## src/rtl/serial_pkg.sv

```systemverilog
// Shared definitions for the serial word transmitter and the sequence detector it feeds.
package serial_pkg;

    localparam int unsigned DEF_WIDTH = 8;

    localparam logic ST_IDLE  = 1'b0;
    localparam logic ST_SHIFT = 1'b1;

    typedef enum logic {
        IDLE  = ST_IDLE,
        SHIFT = ST_SHIFT
    } state_t;

endpackage

```

## src/rtl/serial_word_tx.sv

```systemverilog
// Parallel-to-serial word transmitter: one-word holding register feeding an MSB-first
// shift register, gap-free across back-to-back words.
module serial_word_tx
    import serial_pkg::*;
#(
    parameter int unsigned WIDTH = DEF_WIDTH
) (
    input  logic             ck,
    input  logic             rst,
    input  logic [WIDTH-1:0] wdata,
    input  logic             wvalid,
    output logic             wready,
    output logic             dout,
    output logic             dvalid,
    output logic             busy
);

    localparam int unsigned CW = $clog2(WIDTH);
    localparam logic [CW-1:0] CNT_LAST = CW'(WIDTH - 1);

    state_t           state_q, state_d;
    logic [WIDTH-1:0] hold_q, hold_d;
    logic             hold_full_q, hold_full_d;
    logic [WIDTH-1:0] sreg_q, sreg_d;
    logic [CW-1:0]    cnt_q, cnt_d;
    logic             wready_d, dout_d, dvalid_d, busy_d;

    // Next-state and next-output logic; outputs are precomputed so they can be registered.
    always_comb begin
        state_d     = state_q;
        hold_d      = hold_q;
        hold_full_d = hold_full_q;
        sreg_d      = sreg_q;
        cnt_d       = cnt_q;

        // Accept only into an empty holding register, so it never collides with a drain.
        if (wvalid && !hold_full_q) begin
            hold_d      = wdata;
            hold_full_d = 1'b1;
        end

        unique case (state_q)
            IDLE: begin
                if (hold_full_q) begin
                    sreg_d      = hold_q;
                    hold_full_d = 1'b0;
                    cnt_d       = '0;
                    state_d     = SHIFT;
                end
            end
            SHIFT: begin
                if (cnt_q != CNT_LAST) begin
                    sreg_d = sreg_q << 1;
                    cnt_d  = CW'(cnt_q + 1'b1);
                end else if (hold_full_q) begin
                    sreg_d      = hold_q;
                    hold_full_d = 1'b0;
                    cnt_d       = '0;
                end else begin
                    cnt_d   = '0;
                    state_d = IDLE;
                end
            end
            default: state_d = IDLE;
        endcase

        dvalid_d = (state_d == SHIFT);
        dout_d   = dvalid_d && sreg_d[WIDTH-1];
        wready_d = !hold_full_d;
        busy_d   = dvalid_d || hold_full_d;
    end

    // State and output registers with synchronous reset.
    always_ff @(posedge ck) begin
        if (rst) begin
            state_q     <= IDLE;
            hold_q      <= '0;
            hold_full_q <= 1'b0;
            sreg_q      <= '0;
            cnt_q       <= '0;
            wready      <= 1'b1;
            dout        <= 1'b0;
            dvalid      <= 1'b0;
            busy        <= 1'b0;
        end else begin
            state_q     <= state_d;
            hold_q      <= hold_d;
            hold_full_q <= hold_full_d;
            sreg_q      <= sreg_d;
            cnt_q       <= cnt_d;
            wready      <= wready_d;
            dout        <= dout_d;
            dvalid      <= dvalid_d;
            busy        <= busy_d;
        end
    end

endmodule
```

## config.mk

```make
export PLATFORM = sky130hd
export DESIGN_NAME = serial_word_tx
export DESIGN_NICKNAME = d
export VERILOG_FILES = /design/src/rtl/serial_pkg.sv /design/src/rtl/serial_word_tx.sv
export SDC_FILE = /design/constraint.sdc
export NUM_CORES = 1
export LEC_CHECK = 0
export CORE_MARGIN = 10
export CORE_UTILIZATION = 54
export CTS_BUF_LIST = sky130_fd_sc_hd__clkbuf_4 sky130_fd_sc_hd__clkbuf_8
export CTS_CLUSTER_SIZE = 20
export DETAILED_ROUTE_END_ITERATION = 10
export PLACE_DENSITY = 0.8
export SLEW_MARGIN = 20
export SYNTH_ARGS = -nofsm -noshare
export SYNTH_HDL_FRONTEND = slang
export SYNTH_SLANG_ARGS = --single-unit
```

## constraint.sdc

```tcl
create_clock -name ck -period 1.4 [get_ports ck]
set_input_delay 0.42 -clock ck [delete_from_list [all_inputs] [get_ports ck]]
set_output_delay 0.42 -clock ck [all_outputs]
set_load 0.02 [all_outputs]
```

* Word level (Yosys, flattened, before mapping) *
Index checks and enable logic that the tools add are counted.

cells by class
  bitwise operators = 1
  add/subtract/negate cells = 1
  equal/unequal tests = 2
  reductions and logical operators = 5
  mux-type cells = 13

operator list
  kind                 count
  $mux 8               2
  $pmux 8 s2           1
  $mux 3               2
  $pmux 3 s2           1
  $mux 1               5
  $pmux 1 s2           2
  $add 3x1->3 const B  1
  $ne 3x3->1 const B   1
  $logic_and 1x1->1    2
  $logic_not 1->1      2
  $ne 2x2->1 const B   1
  $logic_or 1x1->1     1
  $not 1->1            1

storage, ports and cells
  output and inout port bits = 4
  bits in registers = 24

* Depth between registers and ports, before layout *
  depth in word-level cells = 7
  gate-level depth with buffers = 6
  depth with buffers taken out = 5

* Worst setup path after synthesis *
No wires, ideal clock.

  path kind = register to register
  start point = reg cnt_q[0]
  end point = reg sreg_q[1]
  stages on the path, launching flop included = 7
  buffers on the path = 1
  period minus slack after synthesis = 1.255 ns
  data arrival time = 1.124 ns
  slack = 0.145 ns
  cell sequence = dfxtp_1 -> ha_1 -> ha_1 -> nand2b_4 -> buf_6 -> nor2_1 -> a211oi_2

between the ends
  word-level cells in the longest chain between the ends = 3

RTL lines
  item                    line                  text
  from (decl)             serial_word_tx.sv:25  logic [CW-1:0] cnt_q, cnt_d;
  from (signal assigned)  serial_word_tx.sv:90  cnt_q <= cnt_d;
  $ne 3x3->1              serial_word_tx.sv:52  if (cnt_q != CNT_LAST) begin
  $mux 8                  serial_word_tx.sv:52
  $pmux 8 s2              serial_word_tx.sv:42  unique case (state_q)
  to (signal assigned)    serial_word_tx.sv:89  sreg_q <= sreg_d;
  to (decl)               serial_word_tx.sv:24  logic [WIDTH-1:0] sreg_q, sreg_d;

No other way between the ends.
A chain may end at the register's enable or synchronous reset.

* Final worst setup path *
  start point = reg dout
  end point = out dout

RTL lines
  item                    line                  text
  from (decl)             serial_word_tx.sv:13  output logic dout,
  from (signal assigned)  serial_word_tx.sv:92  dout <= dout_d;

No word-level cell between the ends.

==> summary.txt <==
Detailed routing
  • Routed Wire Length: around 1700 µm
  • Vias: 703
  • DRT iter0 DRCs: 22
  • Drt via density: 4.95
  • Wirelength per Cell: 12.0 µm
  • Detail Route Antenna Nets: 0
  • DRC: 0
  • Detailed Routing Iterations Pass 1: 4

CTS
  • CTS tree: yes
  • H-tree level count: 1
  • CTS root buf: clkbuf_4
  • Max clock buf depth: 2
  • Clk Latency, worst-skew pair: roughly 0.32 ns
  • Post-CTS setup buffer count: 0
  • CTS clock-pin slew for the worst setup and hold paths: about 0.13 ns
  • Total CTS buffers: 3
  • Sink Count: 23

Place
  • Pre-CTS setup slack: -0.0871 ns
  • Detailed-placement wirelength estimate: about 1200 µm
  • GP Congestion: just under 0.8
  • Port Buffer Count: 14

Power
  • Max IR drop VDD: between 600 and 700 µV
  • Power Dens Cells: about 1100 nW/µm²
  • Leak: 0.000448 µW
  • Pwr Total: 1210 µW

Run
  • Max-cap violations: 0

STA
  • Max Fclk: 738 MHz
  • Setup Total Neg Slack: 0 ns
  • Final Setup Violations: 0
  • Final slew viol count: 0
  • Final min period: 1.35 ns
  • Hold Violations, Final: 0
  • Clk_skew: 0.00937 ns
  • Final worst setup slack: 0.0455 ns
  • Least-Margin Pin Slew: 0.351 ns
  • RSZ-0062 raised after global routing: false
  • Worst slew margin: ~77%
  • Fin crit share: between 90% and 100%

GRT
  • Largest net degree at the start of global routing: 24
  • Overall Global Routing Usage: 9.87%
  • First-pass GRT wire length: 2850 µm
  • Antenna violations before repair: 0
  • GR Overflow Total: 0
  • Number of global-route vias before repair: 660

Cells and area
  • Ant diodes: 0
  • Fillers: 142
  • Final #Nets: ~130
  • Multi-input logic area: between 400 and 500 µm²
  • Share of layout cells above drive strength 1: between 10% and 20%
  • Sequential cell area: 462 µm²
  • Synth-to-layout area growth: 17.8%

Logic synthesis
  • Post-synthesis sequential element count: 23
  • Post-synthesis sequential area ratio: approximately half
  • Synthesized area per cell: 9.28 µm²
  • Synth warnings: 0
  • Cells after Synth: 103
  • Yosys cell types: 22
  • Post-synth net total: 117
  • Post-Syn Area: 956 µm²

Floorplanning
  • I/O pin cnt: 15
  • Starting Density: a little under three fifths
  • Die H: between 60 and 70 µm
  • Rows: 15
  • DIE WIDTH: roughly 62 µm
  • Die area: 3850 µm²
  • Core area: 1710 µm²

Worst setup path
  • Slowest-stage cell, CP: dfxtp_1
  • Worst path top cell family by delay: flip-flops
  • Startpoint types: flip-flop
  • Crit path max fanout: 1
  • CP Data Arrival Time: 0.93 ns
  • Critical-path cell list: clkdlybuf4s15_1
  • Crit path largest cell delay: 0.33 ns
  • Worst EP required: 0.98 ns
  • Element type at the critical path end: output port
  • Critical path class: reg2out
  • CP bufs+invs: 1

Run status
  • Outcome: finished, final reports clean

Hold path
  • Hold crit path type: reg2reg
stage by stage:
stage / cells / hold WS (ns) / util, % / area (µm²)
final: 142 / 0.463 / 65.9 / 1130
after global routing: 142 / 0.485 / 65.9 / 1130
after CTS: 142 / 0.468 / 65.9 / 1130
after detailed placement: 138 / 0.451 / 64.4 / 1100
after global placement: 138 / 0.441 / 64.4 / 1100
after floorplan: 103 / 0.431 / - / 956
worst paths after layout:
| kind | slack (ns) | end | cells after the start | from |
|---|---|---|---|---|
| worst min register to register | 0.46 | hold_q[1] | 2 | hold_q[1] |
| worst max-delay path | 0.05 | dout | 1 | dout |
| worst max register to register | 0.14 | sreg_q[1] | 5 | cnt_q[0] |
| worst min-delay path | 0.46 | hold_q[1] | 2 | hold_q[1] |
metal layers:
layer  GRT usage (%)  share of wire (%)  wire length, µm  up-vias
met3            3.66                6.9              117        2
met4            3.82                1.1               18        0
met1            12.0                 47              811      312
met5               0                  0                0        -
met2            15.4                 45              762       15
li1                -                  -                -      374
synthesized netlist by cell type:
| master | n | share of area, % |
|---|---|---|
| and2b_1 | 1 | 0.79 |
| ha_1 | 3 | 3.9 |
| a211oi_2 | 1 | 1.3 |
| nand2b_4 | 1 | 1.4 |
| mux2i_1 | 7 | 7.3 |
| clkbuf_1 | 2 | 0.79 |
| buf_12 | 1 | 2.1 |
| a21oi_1 | 13 | 6.8 |
| a211oi_1 | 5 | 3.9 |
| nor2b_1 | 1 | 0.65 |
| nor3_1 | 2 | 1.0 |
| nand2_1 | 17 | 6.7 |
| nand3_1 | 1 | 0.52 |
| buf_2 | 1 | 0.52 |
| dfxtp_1 | 23 | 48 |
| nor2_1 | 14 | 5.5 |
| nand2b_1 | 1 | 0.65 |
| buf_4 | 2 | 1.6 |
| nand3b_1 | 1 | 0.79 |
| a21o_1 | 1 | 0.79 |
| nor3b_1 | 3 | 2.4 |
| buf_6 | 2 | 2.4 |
kinds of logic (layout without fill, tap and decap cells):
group	count (synthesis)	in the layout	share of synthesized area (%)
flip-flops	23	23	48.2
AND/OR/NAND/NOR	42	42	20.4
AO/OA/AOI/OAI	20	20	12.8
multiplexers	7	7	7.33
buffers and inverters	8	22	7.33
adder cells (fa/ha/maj)	3	3	3.93
cell type report:
type | count | share of cell area, %
tap | 25 | 2.78
timing repair buffer | 18 | 15.9
sequential | 23 | 41.0
multi-input combinational | 72 | 37.9
clock buffer | 3 | 2.00
clock inverter | 1 | 0.444
cell usage in the layout, fill, tap and decap left out:
cell / count
nor2_1: 14
nor3b_1: 3
ha_1: 3
nand2b_1: 1
nand3b_1: 1
nand2b_4: 1
a211oi_1: 5
buf_12: 1
buf_4: 3
dfxtp_2: 1
and2b_2: 1
clkinv_2: 1
nor2b_1: 1
a211oi_2: 1
clkdlybuf4s50_1: 10
a21oi_1: 13
nor3_1: 2
clkbuf_4: 3
clkdlybuf4s15_1: 2
clkbuf_2: 1
dfxtp_1: 22
clkdlybuf4s15_2: 1
nand3_1: 1
mux2i_1: 7
nand2_1: 17
a21o_1: 1
what timing repair did:
| action | CTS | global route |
|---|---|---|
| endpoints found under the setup margin | 4 | 6 |
| hold buffers | 0 | 0 |
| gates resized for setup | 7 | 5 |
registers in the layout, summed over array words and instances, names as in the netlist:
name	count
sreg_q	7
state_q	1
busy	1
dout	1
wready	1
cnt_q	3
hold_q	8
hold_full_q	1
power by group:
part	internal, µW	leakage, µW	switching [µW]	total (µW)
sequential	696	0.000189	23.4	720
combinational	89.6	0.000241	91.0	181
clock	107	0.0000177	200	306
total	893	0.000448	314	1210
(Power assumes the default switching activity.)
